$ cat src/rtl/i2c_seq_pkg.sv
// i2c_seq_pkg: shared FSM state encoding and register-table entry field widths.
package i2c_seq_pkg;
    localparam int DEV_W  = 8;
    localparam int DATA_W = 8;
    typedef enum logic [2:0] {S_IDLE, S_FETCH, S_ISSUE, S_WAIT, S_ADV} state_t;
endpackage

$ cat src/rtl/i2c_seq_arb.sv
// i2c_seq_arb: sticky pending-request register with a lowest-index-first priority encoder.
module i2c_seq_arb #(
    parameter int N  = 4,
    parameter int SW = 2
) (
    input  logic          clk_i,
    input  logic          rst_i,
    input  logic [N-1:0]  req_i,
    input  logic          take_i,
    output logic          valid_o,
    output logic [SW-1:0] sel_o
);
    logic [N-1:0] pending_q, pending_d;
    always_comb begin
        sel_o = '0;
        for (int i = N - 1; i >= 0; i--)
            if (pending_q[i]) sel_o = SW'(i);
    end
    assign valid_o = |pending_q;
    // New pulses are OR-ed after the clear so a same-cycle re-request stays queued
    assign pending_d = (pending_q & ~(take_i ? (N'(1) << sel_o) : N'(0))) | req_i;
    always_ff @(posedge clk_i or posedge rst_i) begin
        if (rst_i) pending_q <= '0;
        else       pending_q <= pending_d;
    end
endmodule

$ cat src/rtl/i2c_seq_loader.sv
// i2c_seq_loader: walks register-table ranges per requester and issues I2C register writes with NACK retry.
module i2c_seq_loader
    import i2c_seq_pkg::*;
#(
    parameter  int LUT_DEPTH = 64,
    parameter  int REG_AW    = 8,
    parameter  int NUM_REQ   = 4,
    parameter  int MAX_RETRY = 3,
    localparam int IDX_W     = $clog2(LUT_DEPTH),
    localparam int SW        = (NUM_REQ > 1) ? $clog2(NUM_REQ) : 1,
    localparam int RW        = (MAX_RETRY > 0) ? $clog2(MAX_RETRY + 1) : 1
) (
    input  logic                         Clk,
    input  logic                         Rst,
    input  logic [NUM_REQ-1:0]           Req,
    input  logic [NUM_REQ*IDX_W-1:0]     Req_start,
    input  logic [NUM_REQ*(IDX_W+1)-1:0] Req_len,
    output logic                         Busy,
    output logic                         Done,
    output logic [SW-1:0]                Done_id,
    output logic                         Err,
    output logic [IDX_W-1:0]             Err_idx,
    input  logic                         Err_clr,
    output logic [IDX_W-1:0]             Tbl_idx,
    input  logic [DEV_W-1:0]             Tbl_dev,
    input  logic [REG_AW-1:0]            Tbl_reg,
    input  logic [DATA_W-1:0]            Tbl_data,
    output logic                         Wrreg_req,
    output logic [DEV_W-1:0]             Dev_id,
    output logic [15:0]                  Reg_addr,
    output logic [DATA_W-1:0]            Wr_data,
    output logic                         Addr_mode,
    input  logic                         RW_Done,
    input  logic                         Ack
);
    state_t              state_q, state_d;
    logic                ph_q, ph_d;
    logic [IDX_W-1:0]    idx_q, idx_d, err_idx_q, err_idx_d;
    logic [IDX_W:0]      len_q, len_d;
    logic [SW-1:0]       src_q, src_d, sel;
    logic [RW-1:0]       retry_q, retry_d;
    logic                done_q, done_d, err_q, err_d, take, valid;
    logic [DEV_W-1:0]    dev_q, dev_d;
    logic [REG_AW-1:0]   reg_q, reg_d;
    logic [DATA_W-1:0]   data_q, data_d;

    i2c_seq_arb #(.N(NUM_REQ), .SW(SW)) u_arb (
        .clk_i(Clk), .rst_i(Rst), .req_i(Req), .take_i(take), .valid_o(valid), .sel_o(sel)
    );

    always_comb begin
        state_d   = state_q;
        ph_d      = ph_q;
        idx_d     = idx_q;
        len_d     = len_q;
        src_d     = src_q;
        retry_d   = retry_q;
        done_d    = 1'b0;
        err_d     = Err_clr ? 1'b0 : err_q;
        err_idx_d = err_idx_q;
        dev_d     = dev_q;
        reg_d     = reg_q;
        data_d    = data_q;
        take      = 1'b0;
        case (state_q)
            // Holding off while Done is high guarantees an idle cycle between runs
            S_IDLE: if (valid && !done_q) begin
                take    = 1'b1;
                src_d   = sel;
                idx_d   = Req_start[IDX_W*sel +: IDX_W];
                len_d   = Req_len[(IDX_W+1)*sel +: IDX_W+1];
                ph_d    = 1'b0;
                state_d = S_FETCH;
            end
            // Phase 0 presents the index, phase 1 captures the registered table output
            S_FETCH: if (len_q == '0) begin
                done_d  = 1'b1;
                state_d = S_IDLE;
            end else if (!ph_q) begin
                ph_d = 1'b1;
            end else begin
                ph_d    = 1'b0;
                dev_d   = Tbl_dev;
                reg_d   = Tbl_reg;
                data_d  = Tbl_data;
                state_d = S_ISSUE;
            end
            S_ISSUE: state_d = S_WAIT;
            S_WAIT: if (RW_Done) begin
                if (!Ack) begin
                    retry_d = '0;
                    state_d = S_ADV;
                end else if (retry_q < RW'(MAX_RETRY)) begin
                    retry_d = retry_q + 1'b1;
                    state_d = S_ISSUE;
                end else begin
                    retry_d   = '0;
                    err_d     = 1'b1;
                    err_idx_d = idx_q;
                    done_d    = 1'b1;
                    state_d   = S_IDLE;
                end
            end
            S_ADV: begin
                len_d = len_q - 1'b1;
                if (len_q == 1 || idx_q == IDX_W'(LUT_DEPTH - 1)) begin
                    done_d  = 1'b1;
                    state_d = S_IDLE;
                end else begin
                    idx_d   = idx_q + 1'b1;
                    state_d = S_FETCH;
                end
            end
            default: state_d = S_IDLE;
        endcase
    end

    always_ff @(posedge Clk or posedge Rst) begin
        if (Rst) begin
            state_q   <= S_IDLE;
            ph_q      <= 1'b0;
            idx_q     <= '0;
            len_q     <= '0;
            src_q     <= '0;
            retry_q   <= '0;
            done_q    <= 1'b0;
            err_q     <= 1'b0;
            err_idx_q <= '0;
            dev_q     <= '0;
            reg_q     <= '0;
            data_q    <= '0;
        end else begin
            state_q   <= state_d;
            ph_q      <= ph_d;
            idx_q     <= idx_d;
            len_q     <= len_d;
            src_q     <= src_d;
            retry_q   <= retry_d;
            done_q    <= done_d;
            err_q     <= err_d;
            err_idx_q <= err_idx_d;
            dev_q     <= dev_d;
            reg_q     <= reg_d;
            data_q    <= data_d;
        end
    end

    assign Busy      = state_q != S_IDLE;
    assign Done      = done_q;
    assign Done_id   = src_q;
    assign Err       = err_q;
    assign Err_idx   = err_idx_q;
    assign Tbl_idx   = idx_q;
    assign Wrreg_req = state_q == S_ISSUE;
    assign Dev_id    = dev_q;
    assign Reg_addr  = 16'(reg_q);
    assign Wr_data   = data_q;
    assign Addr_mode = (REG_AW == 16);
endmodule

$ cat config.mk
export PLATFORM = sky130hd
export DESIGN_NAME = i2c_seq_loader
export DESIGN_NICKNAME = d
export VERILOG_FILES = /design/src/rtl/i2c_seq_pkg.sv /design/src/rtl/i2c_seq_arb.sv /design/src/rtl/i2c_seq_loader.sv
export SDC_FILE = /design/constraint.sdc
export NUM_CORES = 1
export LEC_CHECK = 0
export CAP_MARGIN = 15
export CORE_AREA = 2 2 90 92
export DETAILED_ROUTE_END_ITERATION = 6
export DIE_AREA = 0 0 92 94
export PLACE_DENSITY = 0.79
export SYNTH_ARGS = -nofsm -noshare
export SYNTH_HDL_FRONTEND = slang
export SYNTH_SLANG_ARGS = --single-unit
$ cat constraint.sdc
create_clock -name Clk -period 2.85 [get_ports Clk]
set_input_delay 0.57 -clock Clk [delete_from_list [all_inputs] [get_ports Clk]]
set_output_delay 0.57 -clock Clk [all_outputs]
set_load 0.02 [all_outputs]
# Word level (Yosys, flattened, before mapping)
# Index checks and enable logic that the tools add are counted.
# totals
register_bits,57
inputBits,85
output_inout_bits,51
word_cells,92
# op_classes
addsub,3
multipliers,2
order_cmp,1
eq_ne,11
n_shift,3
mux,37
bitwise,5
n_reduce_logical,17
# ops
cell,n
28-bit by 6-bit variable part select with 7-bit output,1
24-bit by 6-bit variable part select with 6-bit output,1
1-bit 2-to-1 mux,16
3-bit 2-to-1 mux,5
3-bit case mux with 5 select lines,1
2-bit 2-to-1 mux,7
7-bit case mux with 2 select lines,1
6-bit 2-to-1 mux,2
6-bit case mux with 2 select lines,1
3-bit AND reduction,4
2-bit != test (second input constant),4
7-bit by 1-bit equality test with 1-bit output (second input constant),1
7-bit logical NOT,1
7-bit 2-to-1 mux,1
7-bit by 1-bit subtractor with 7-bit output (second input constant),1
6-bit by 1-bit adder with 6-bit output (second input constant),1
3-bit by 2-bit equality test with 1-bit output (second input constant),2
6-bit equality test (second input constant),1
2-bit AND reduction,3
3-bit by 2-bit multiplier with 5-bit output (first input constant),1
4-bit AND,1
2-bit by 2-bit multiplier with 4-bit output (first input constant),1
4-bit 2-to-1 mux,1
4-bit NOT,1
other kinds (18),20

# Logic depth before layout (Yosys ltp)
# depth
word_depth,9
ltp_mapped,8
mapped_depth_nobuf,6

# Cells and area by module
# Synthesis repeated with hierarchy kept, for this count alone.
# unflattened
hier_cells,260
hier_area_um2,3119.2
# modules_own_cells
mod,instances,cells_each,area_each_um2,seq_area_each_um2
i2c_seq_loader,1,240,2924.1,1326.3
i2c_seq_arb,1,20,195.2,100.1

# Least setup slack after synthesis
# No wires, ideal clock.
# synth_timing
path_type,reg-to-reg
start,register state_q[1]
end,"register idx_q[1], in the netlist Tbl_idx[1]"
setup_ps,125
arrival_time_ps,1920
t_required_ps,2725
slack_ps,806
stages_incl_launch_ff,8
n_path_buf,3
period_less_slack_ps,2044
cell_sequence,dfrtp_1 -> buf_6 -> or3_1 -> clkbuf_2 -> or3_1 -> buf_6 -> o21ai_2 -> mux2_2
# synth_via
elab_chain_len,3
word_cells_on_any_way,7
classes_between,eq/ne (3); mux (1); reduce/logical (3)
# synth_lines
element,line,source
"start, declared",i2c_seq_loader.sv:36,"state_t state_q, state_d;"
"start signal, assigned",i2c_seq_loader.sv:133,state_q <= state_d;
3-bit equality test or 3-bit logical NOT (tied branches),i2c_seq_loader.sv:65,case (state_q)
2-bit != test (no line) or 2-bit nonzero test (tied branches),--,
3-bit AND reduction (no line),--,
"end signal, assigned",i2c_seq_loader.sv:135,idx_q <= idx_d;
"end, declared",i2c_seq_loader.sv:38,"logic [IDX_W-1:0] idx_q, idx_d, err_idx_q, err_idx_d;"
# Several ways; a longest one is shown, not always the timed one.
# A chain may end at the register's enable or synchronous reset.

# Worst setup path in the final report
# layout_timing
start,register state_q[0]
end,output Busy
# layout_via
elab_chain_len,1
# layout_lines
element,line,source
3-bit nonzero test,i2c_seq_loader.sv:148,assign Busy = state_q != S_IDLE;
"end, declared",i2c_seq_loader.sv:18,"output logic Busy,"
# Every way passes these cells.

==> impl_results.md <==
* Total gr overflow at 0
* CTS resizes at 0
* CP max FO at 11
* Mapped Area at 3210 um2
* Finished Cell Area at 4690 um2
* Worst skew pair latency at around 340 ps
* Proportion of layout cells with a drive suffix above 1 at 0.134
* Setup crit start kind: flop
* First-pass GRT wire length at 14,600 um
* Final wirelength at around 9200 um
* Clock slew at reported path FFs at roughly 70 ps
* Pre-CTS setup slack at about 580 ps
* Io pins at 136
* Post-synthesis sequential area ratio at 0.445
* Total Power at 0.00438 W
* Die Area at 8650 um2
* Final hold violation count at 0
* GRT Util Overall at 0.217
* Status: complete, no violations
* P&R area growth vs syn at 46.3%
* PnR worst setup slack at 377 ps
* Filler cell count in the final layout at around 630
* Initial antenna violation count at 0
* Hold Buf Count CTS at 0
* Slew headroom at 0.332
* Skew final at 11.5 ps
* Period minus WS final at 2470 ps
* Vias in the first global route at 2,994
* Dpl cells at between 500 and 600
* Top cell type by total area after synthesis: dfrtp_1
* Final #Nets at 518
* Vias at 2,968
* Slew Limit Fails at 0
* LEAKAGE at around 1.9 nW
* CP cell instances: or3_1 -> clkdlybuf4s50_1
* Critical-path top delay cell: clkdlybuf4s50_1
* Critical Path RT at 2280 ps
* H-tree levels at 3
* Setup_tns at 0 ps
* Maximum clock frequency at 404 MHz
* Dpl cell area at 4510 um2
* WS Path Type: flop to output pin
* Max incr delay on CP at 600 ps
* Clock sink count at 57
* Hpwl dp at ~7000 um
* # Max-Cap Violations at 0
* Tcrit/Tclk final at 0.868
* Setup Buffers After CTS at 0
* DIE WIDTH at 92 um
* Pre-Repair DR Iteration Count at 4
* RSZ-0062 raised after global routing: false
* Commonest non-fill, non-tap cell in the layout: clkdlybuf4s50_1
* Rows at 32
* Maximum vdd ir drop at 0.562 mV
* Root Driver: clkbuf_8
* Clock Tree Buf Depth at 2
* Arrival time at the worst endpoint at 1900 ps
* Critical Path Sink Type: output pin
* Total CTS buffers at 9
* Synth warn at 0
* Pwr dens at 935 nW/um2
* Largest net degree at the start of global routing at 42
* Final antenna diode count at 0
* Die H at 94 um
* Starting Density at 0.421
* CTS tree: done
* DR WL/cell at 17.2 um
* Final cell count without fillers at 536
* IO buf count at 126
* Yosys reg bits at 57
* Yosys cell types at slightly below 60
* Final setup viols at 0
* EDFF count, synth at 0
* Area contributors post-synth: dfrtp_1 44%, mux2_2 11%, o21ai_0 2.8%, nand2_1 2.3%, nand3b_1 2.3%
* Worst-margin pin slew at 995 ps
* Post-DRT Antenna Nets at 0
* Initial DRC count at 189
* Share of Yosys cell area claimed by the top area cell type at 0.445
* DRC viols at 0
* Vias/cell at 5.54
* Most frequent cells in the layout: 126 x clkdlybuf4s50_1, 57 x dfrtp_1, 31 x mux2_2
* Async SR Flop Fraction at 1.00
* Post-Syn Instances at 306
* Syn_area_per_cell at around 10 um2
* Core area at 7610 um2
* Hold Path Class: flop to flop
* Routability Congestion at 0.820
* Top_reg_cell synth: dfrtp_1
## worst paths after layout
check	from	endpoint	slack [ps]	depth (start not counted)
min in group asynchronous	Rst	Wr_data[4]	540	2
setup reg to reg	u_arb.pending_q[3]	Tbl_idx[1]	500	4
hold reg to reg	retry_q[0]	retry_q[0]	490	1
setup / recovery	state_q[0]	Busy	380	2
hold / removal	retry_q[0]	retry_q[0]	490	1
max in group asynchronous	Rst	Wr_data[7]	1760	3
## critical path, delay by kind of cell (launching register included)
family / cells / cell delay (ps)
DFF: 1 / 480
and+or+nand+nor: 1 / 480
buffers and inverters: 1 / 600
## cell usage after synthesis, types with 7 or more instances
cell,count
nor2_1,7
nand2_1,20
a21o_1,7
dfrtp_1,57
clkbuf_1,12
o21ai_0,18
nand3b_1,10
nor3b_1,7
a21oi_1,10
nor3_1,7
mux2_2,31
buf_4,9
## flip-flops by register name, indices dropped and copies added (netlist names)
register / flops
Tbl_idx: 6
retry_q: 2
Err: 1
Dev_id: 8
Wr_data: 8
u_arb.pending_q: 4
state_q: 3
len_q: 7
reg_q: 8
ph_q: 1
Err_idx: 6
Done: 1
Done_id: 2
## routing by layer
metal  global-route usage  up-vias  share of wire
met5                    0        -              0
li1                     -     1385              -
met4                0.112        0          0.031
met1                0.262     1462           0.41
met2                0.370       96           0.51
met3               0.0433       25          0.044
## metrics by stage
step | hold slack [ps] | utilization
final | 493 | 0.616
after CTS | 498 | 0.616
after global placement | 476 | 0.593
after floorplan | 453 | -
after detailed placement | 484 | 0.593
after global routing | 514 | 0.616
## area by class of cell
| class | instances | area, um2 | share of cell area |
|---|---|---|---|
| Tap cell | 102 | 128 | 0.0272 |
| Clock inverter | 3 | 15.0 | 0.00320 |
| Sequential cell | 57 | 1430 | 0.304 |
| Inverter | 6 | 22.5 | 0.00480 |
| Clock buffer | 13 | 159 | 0.0339 |
| Timing Repair Buffer | 133 | 1330 | 0.283 |
| Multi-Input combinational cell | 222 | 1610 | 0.344 |
## report_power, final
| part | total (W) | switching [W] | leakage [nW] | internal, W |
|---|---|---|---|---|
| Clock | 0.000666 | 0.000307 | 0.0932 | 0.000359 |
| Sequential | 0.00148 | 0.000310 | 0.679 | 0.00117 |
| Combinational | 0.00224 | 0.00110 | 1.12 | 0.00114 |
| Total | 0.00438 | 0.00171 | 1.90 | 0.00267 |
## cell families (layout without fill, tap and decap cells)
kind of cell	after synthesis	count (layout)	synth area share
compound gates	92	92	0.209
fa+ha+maj	4	4	0.0156
buf+inv	35	155	0.0617
flops	57	57	0.445
mux	33	33	0.115
other cells	1	9	0.00117
simple gates	84	84	0.152
(Power assumes the default switching activity.)
